`config.mk`:
```
export PLATFORM = sky130hd
export DESIGN_NAME = nibble_serial_adder_ctrl
export DESIGN_NICKNAME = d
export VERILOG_FILES = /design/src/rtl/nibble_serial_adder_ctrl_pkg.sv /design/src/rtl/nibble_serial_adder_ctrl_rca.sv /design/src/rtl/nibble_serial_adder_ctrl.sv
export SDC_FILE = /design/constraint.sdc
export NUM_CORES = 1
export LEC_CHECK = 0
export CORE_MARGIN = 2
export CORE_UTILIZATION = 49
export CTS_BUF_LIST = sky130_fd_sc_hd__clkbuf_8 sky130_fd_sc_hd__clkbuf_16
export CTS_CLUSTER_DIAMETER = 150
export DETAILED_ROUTE_END_ITERATION = 8
export MAX_ROUTING_LAYER = met4
export PLACE_DENSITY_LB_ADDON = 0.3
export SYNTH_ARGS = -nofsm -noshare
export SYNTH_HDL_FRONTEND = slang
export SYNTH_HIERARCHICAL = 1
export SYNTH_SLANG_ARGS = --single-unit
export TNS_END_PERCENT = 30
```
`constraint.sdc`:
```
create_clock -name clk -period 2.5 [get_ports clk]
set_input_delay 0.375 -clock clk [delete_from_list [all_inputs] [get_ports clk]]
set_output_delay 0.375 -clock clk [all_outputs]
set_load 0.02 [all_outputs]
```
`src/rtl/nibble_serial_adder_ctrl_pkg.sv`:
```
// Shared definitions for the nibble-serial adder: FSM encodings and nibble width.
package nibble_serial_adder_ctrl_pkg;

   typedef enum logic [1:0] {
      S_IDLE = 2'd0,
      S_RUN  = 2'd1,
      S_DONE = 2'd2
   } state_t;

   localparam int NIBBLE_W = 4;

endpackage

```
`src/rtl/nibble_serial_adder_ctrl_rca.sv`:
```
// 4-bit ripple-carry adder, the single arithmetic resource reused every RUN cycle.
module RippleCarryAdder_4bit (
   input  logic [3:0] a,
   input  logic [3:0] b,
   input  logic       c_in,
   output logic [3:0] sum,
   output logic       c_out
);

   logic [4:0] c;

   // Chain of full adders, carry rippling from bit 0 upward.
   always_comb begin
      c[0] = c_in;
      for (int i = 0; i < 4; i++) begin
         sum[i]   = a[i] ^ b[i] ^ c[i];
         c[i + 1] = (a[i] & b[i]) | (a[i] & c[i]) | (b[i] & c[i]);
      end
      c_out = c[4];
   end

endmodule

```
`src/rtl/nibble_serial_adder_ctrl.sv`:
```
// Serialises a WIDTH-bit addition onto one 4-bit adder, LSB nibble first,
// with valid/ready handshakes on both the operand and result sides.
module nibble_serial_adder_ctrl
   import nibble_serial_adder_ctrl_pkg::*;
#(
   parameter int WIDTH = 16
) (
   input  logic             clk,
   input  logic             rst_n,
   input  logic             in_valid,
   output logic             in_ready,
   input  logic [WIDTH-1:0] in1,
   input  logic [WIDTH-1:0] in2,
   input  logic             c_in,
   output logic             out_valid,
   input  logic             out_ready,
   output logic [WIDTH-1:0] sum,
   output logic             c_out,
   output logic             ovf
);

   localparam int NIBBLES = WIDTH / NIBBLE_W;
   localparam int IDX_W   = (NIBBLES > 1) ? $clog2(NIBBLES) : 1;
   localparam logic [IDX_W-1:0] LAST_IDX = IDX_W'(NIBBLES - 1);

   generate
      if ((WIDTH % NIBBLE_W) != 0 || WIDTH < NIBBLE_W) begin : g_width_check
         $error("nibble_serial_adder_ctrl: WIDTH must be a multiple of 4 and >= 4");
      end
   endgenerate

   // Two's-complement overflow from operand and result sign bits.
   function automatic logic add_ovf(input logic a_msb, input logic b_msb, input logic s_msb);
      return (a_msb == b_msb) && (s_msb != a_msb);
   endfunction

   state_t           state, state_nxt;
   logic [IDX_W-1:0] idx;
   logic             carry;
   logic [WIDTH-1:0] a_sh, b_sh, sum_sh;
   logic             a_msb, b_msb;
   logic             accept;
   logic [3:0]       nib;
   logic             nib_c;

   assign accept = in_valid && in_ready;

   RippleCarryAdder_4bit u_rca (
      .a     (a_sh[3:0]),
      .b     (b_sh[3:0]),
      .c_in  (carry),
      .sum   (nib),
      .c_out (nib_c)
   );

   // Control state: FSM, nibble index and running carry; reset discards any partial result.
   always_ff @(posedge clk) begin
      if (!rst_n) begin
         state <= S_IDLE;
         idx   <= '0;
         carry <= 1'b0;
      end else begin
         state <= state_nxt;
         if (accept) begin
            idx   <= '0;
            carry <= c_in;
         end else if (state == S_RUN) begin
            idx   <= idx + 1'b1;
            carry <= nib_c;
         end
      end
   end

   // Datapath: operand shift-out and sum shift-in; gated at the outputs so left unreset.
   always_ff @(posedge clk) begin
      if (accept) begin
         a_sh  <= in1;
         b_sh  <= in2;
         a_msb <= in1[WIDTH-1];
         b_msb <= in2[WIDTH-1];
      end else if (state == S_RUN) begin
         a_sh   <= a_sh >> NIBBLE_W;
         b_sh   <= b_sh >> NIBBLE_W;
         // New nibble enters at the top so the LSB nibble ends up at bit 0 after NIBBLES steps.
         sum_sh <= WIDTH'({nib, sum_sh} >> NIBBLE_W);
      end
   end

   // Next-state logic.
   always_comb begin
      state_nxt = state;
      case (state)
         S_IDLE:  if (in_valid)         state_nxt = S_RUN;
         S_RUN:   if (idx == LAST_IDX)  state_nxt = S_DONE;
         S_DONE:  if (out_ready)        state_nxt = S_IDLE;
         default:                       state_nxt = S_IDLE;
      endcase
   end

   // Handshake and gated result outputs: results are visible only in DONE.
   always_comb begin
      in_ready  = (state == S_IDLE);
      out_valid = (state == S_DONE);
      sum       = out_valid ? sum_sh : '0;
      c_out     = out_valid ? carry : 1'b0;
      ovf       = out_valid ? add_ovf(a_msb, b_msb, sum_sh[WIDTH-1]) : 1'b0;
   end

endmodule

```
Word level (Yosys, flattened, before mapping). Cells that the tools add are included. W data, S select, Z words.

Input port bits: 37. Output and inout port bits: 20. Bits in registers: 55. Bits in latches: 0. Memories: 0. Logic and storage cells: 67. Memory bits (read-only): 0. Bits in writable memories: 0.

$mul: 0. Div/mod/pow operators: 0. Equality and inequality tests: 8. Muxes and demuxes: 13. Shift operators: 0. Reductions and logical operators: 7. Bitwise operators: 30. $add $sub $neg: 1. $lt $le $gt $ge: 0.

Operators by type and width (count): $mux W16 (5); $and A1 B1 Y1 (12); $or A1 B1 Y1 (8); $xor A1 B1 Y1 (8); $mux W2 (3); $pmux W2 S3 (1); $eq A2 B2 Y1 const B (2); $mux W1 (4); $ne A2 B1 Y1 const B (2); $reduce_and A3 Y1 (1); $add A2 B1 Y2 const B (1); $eq A2 B1 Y1 const B (1); $logic_and A1 B1 Y1 (2); $logic_not A2 Y1 (1); $ne A2 B2 Y1 const B (1); $not A1 Y1 (2); $reduce_and A2 Y1 (1); $reduce_bool A2 Y1 (1); $reduce_or A2 Y1 (1); $eq A1 B1 Y1 (1); $ne A1 B1 Y1 (1).

Depth between registers and ports, before layout.
Depth in word-level cells: 14. Mapped depth: 10. Mapped depth without buffers: 10.

Modules after synthesis. Netlist, hierarchy kept.

Modules (own cells, without submodules): nibble_serial_adder_ctrl (instances 1, area each 2324.7 sq um, cells each 135); RippleCarryAdder_4bit (instances 1, area each 117.6 sq um, cells each 14).

Worst setup path after synthesis. No wires, ideal clock.

Path kind: register to register. Start: register state[0]. End: register carry. Library setup time: 0.064 ns. Path buffers: 0. Stages on the path, launching flop included: 4. Data arrival time: 2.189 ns. Required time: 2.436 ns. Slack: 0.247 ns. Path through: dfxtp_1 > nor2_1 > nor2_1 > o221a_2.

Longest elaborated chain between the ends: 3. Elaborated cells between the ends (all ways): 5. Classes of those cells: eq/ne: 1; mux: 1; reduce/logical: 3.

RTL lines: start: declaration (RTL line nibble_serial_adder_ctrl.sv:37) `state_t state, state_nxt;`; start signal: assignment (RTL line nibble_serial_adder_ctrl.sv:63) `state <= state_nxt;`; $logic_not A2 Y1 (RTL line nibble_serial_adder_ctrl.sv:102) `in_ready = (state == S_IDLE);`; $logic_and A1 B1 Y1 (RTL line nibble_serial_adder_ctrl.sv:46) `assign accept = in_valid && in_ready;`; $mux W1 or $reduce_bool A2 Y1 (tied branches); end signal: assignment (RTL line nibble_serial_adder_ctrl.sv:66) `carry <= c_in;`; end signal: assignment (RTL line nibble_serial_adder_ctrl.sv:69) `carry <= nib_c;`; end: declaration (RTL line nibble_serial_adder_ctrl.sv:39) `logic carry;`.

Parallel ways exist; a longest one is shown, timed or not. A chain may end at the register's enable or synchronous reset.

Worst setup path after layout.
Start: register state[1]. End: output sum[14].

Longest elaborated chain between the ends: 2.

RTL lines: $eq A2 B2 Y1 (RTL line nibble_serial_adder_ctrl.sv:103) `out_valid = (state == S_DONE);`; $mux W16 (RTL line nibble_serial_adder_ctrl.sv:104) `sum = out_valid ? sum_sh : '0;`; end: declaration (RTL line nibble_serial_adder_ctrl.sv:17) `output logic [WIDTH-1:0] sum,`.

No other way between the ends.

==> flow_metrics.env <==
export IMPL_min_period_ns=2.34
export IMPL_grt_pass1_wl_um=5970
export IMPL_synth_compound_area_frac=0.0190
export IMPL_internal_power_mw=1.58
export IMPL_drive_above_1_share=0.190
export IMPL_ys_seq_elements=55
export IMPL_num_vias=1328
export IMPL_synth_fa_ha_area_frac=0.0379
export IMPL_rsz0062_at_grt="no"
export IMPL_crit_family="buffers and inverters"
export IMPL_clk_path_buf_depth=2
export IMPL_antenna_left=0
export IMPL_numPortBuffers=56
export IMPL_swShare=0.212
export IMPL_cts_sinks=55
export IMPL_peakVddDrop_v=0.000345
export IMPL_synth_top_family_by_area="multiplexers"
export IMPL_dp_hpwl_um=2900
export IMPL_viasPerCell=4.79
export IMPL_power_leakage_nw=1.21
export IMPL_grt_ovfl_total=0
export IMPL_ys_warn_count=6
export IMPL_insertion_delay_ns=0.31
export IMPL_routed_wl_um=3910
export IMPL_cellPowerDensity_nw_per_um2=633
export IMPL_power_frac_comb=0.134
export IMPL_crit_fanout=17
export IMPL_cts_buffers=5
export IMPL_htree_levels=2
export IMPL_io_pins=57
export IMPL_fillers=358
export IMPL_ys_top_cells_by_area="edfxtp_1 61%, mux2_4 13%, and2_1 6.7%, dfxtp_1 4.1%, fa_1 3.3%"
export IMPL_synth_edf_count=50
export IMPL_post_cts_buffers=0
export IMPL_fin_tns_setup_ns=0
export IMPL_ys_flop_type="edfxtp_1"
export IMPL_cpMaxStageDelayCell="clkdlybuf4s50_1"
export IMPL_clk_pin_slew_ns=0.09
export IMPL_die_width_um=74.6
export IMPL_nets=251
export IMPL_dieArea_um2=5570
export IMPL_grt_pass1_vias=1328
export IMPL_dr_pass1_iters=4
export IMPL_grt_max_degree=37
export IMPL_max_slew_margin=0.549
export IMPL_gp_congestion=0.816
export IMPL_wire_per_inst_um=14.1
export IMPL_seqPwrFrac=0.586
export IMPL_path_cells="nor2b_2, buf_4, and2_1, clkdlybuf4s50_1"
export IMPL_hold_viol_final=0
export IMPL_core_area_um2=4750
export IMPL_synth_top_area_cell="edfxtp_1"
export IMPL_slew_viol_final=0
export IMPL_cts_root_buf="clkbuf_8"
export IMPL_p_clk_frac=0.280
export IMPL_synthSimpleGateAreaFrac=0.0973
export IMPL_syn_instance_count=149
export IMPL_crit_buf_inv=2
export IMPL_synth_nets=191
export IMPL_cts_tree="yes"
export IMPL_dieHeight_um=74.6
export IMPL_synth_xor_area_frac=0.00359
export IMPL_maxCapViolations=0
export IMPL_ys_seq_area_frac=0.656
export IMPL_final_cell_mix="56 x clkdlybuf4s50_1, 50 x edfxtp_1, 26 x and2_1, 21 x mux2_4, 11 x inv_1"
export IMPL_slowest_delay_ns=0.60
export IMPL_drt_iter0_drc=43
export IMPL_final_common_cell="clkdlybuf4s50_1"
export IMPL_initial_core_util=0.514
export IMPL_end_kind="output port"
export IMPL_start_kind="flip-flop"
export IMPL_hp_class="reg -> reg"
export IMPL_drcViolationCount=0
export IMPL_status="finished clean"
export IMPL_num_rows=25
export IMPL_synth_distinct_cells=26
export IMPL_diodes=0
export IMPL_syn_avg_cell_area_um2=16.4
export IMPL_syn_to_final_growth_pct=29.6
export IMPL_cp_arrival_ns=1.96
export IMPL_synthArstFlopShare=0
export IMPL_critical_path_class="reg -> out"
export IMPL_worst_pin_slew_ns=0.676
export IMPL_finalClockSkew_ns=0.00633
export IMPL_fin_crit_sh=0.935
export IMPL_setup_viol=0
export IMPL_netlist_area_um2=2440
export IMPL_p_sw_uw=424
export IMPL_synth_top_cell_area_share=0.615
export IMPL_track_usage=0.158
export IMPL_crit_required_ns=2.12
export IMPL_synthMuxAreaShare=0.143
export IMPL_holdWs_ns=0.447
export IMPL_clock_fmax_mhz=428
export IMPL_antenna_found_initial=0
export IMPL_utilization=0.666
routing by layer:
metal  GRT usage  up-vias  share of wire
li1            -      635              -
met1       0.170      637           0.38
met2       0.269       48           0.54
met3      0.0528        8          0.058
met4      0.0595        0          0.019
met5           -        -              0
repair_timing:
item,in CTS,in global routing
endpoints found under the setup margin,0,16
gates resized for setup,0,1
hold buffers,0,0
final cells by class:
class | instances | area, um2 | share of cell area
clock buffer | 7 | 108 | 0.0340
clock inverter | 1 | 5.00 | 0.00158
inverter | 12 | 47.5 | 0.0150
multi-input combinational | 77 | 744 | 0.235
sequential | 55 | 1600 | 0.506
tap | 67 | 83.8 | 0.0265
timing repair buffer | 58 | 576 | 0.182
synthesized netlist by cell type, types with 2 or more instances:
library cell / number
mux2_2: 3
nand2b_1: 3
nor2_1: 4
edfxtp_1: 50
buf_12: 2
dfxtp_1: 5
and2_1: 26
mux2_4: 21
fa_1: 4
clkbuf_1: 2
nand2_1: 4
inv_1: 11
power groups by stage:
stage          Combinational, mW  Sequential (mW)  Clock (mW)
2_1_floorplan              0.185             1.18           0
3_3_place_gp               0.254             1.19           0
3_5_place_dp               0.274             1.20           0
4_1_cts                    0.274             1.18       0.577
5_1_grt                    0.296             1.19       0.615
6_report                   0.269             1.17       0.562
logic make-up (layout without fill, tap and decap cells):
logic type,Yosys count,count (layout)
AOI/OAI and AO/OA,6,6
xor gates and xnor gates,1,1
adders and majority gates,5,5
buffers and inverters,17,78
DFF,55,55
muxes,24,24
and+or+nand+nor,41,41
registers in the layout (all words and copies together) (netlist names):
name	count
b_msb	1
idx	2
carry	1
sum_sh	16
a_msb	1
a_sh	16
state	2
b_sh	16
through the flow:
stage,worst slack [ns],cell area [um2],std cells,total power [mW]
2_1_floorplan,0.247,2440,149,1.37
3_3_place_gp,0.477,3050,269,1.44
3_5_place_dp,0.396,3050,269,1.47
4_1_cts,0.0671,3160,277,2.03
5_1_grt,0.0162,3170,277,2.10
6_report,0.161,3170,277,2.00
path summary, 6_finish.rpt:
path	start	depth (start not counted)	endpoint	slack, ns
max	state[1]	4	sum[14]	0.16
min	sum_sh[11]	0	sum_sh[7]	0.45
max reg2reg	b_sh[0]	8	sum_sh[15]	0.38
min reg2reg	sum_sh[11]	0	sum_sh[7]	0.45
No activity file was read; power rests on OpenSTA's default activity.
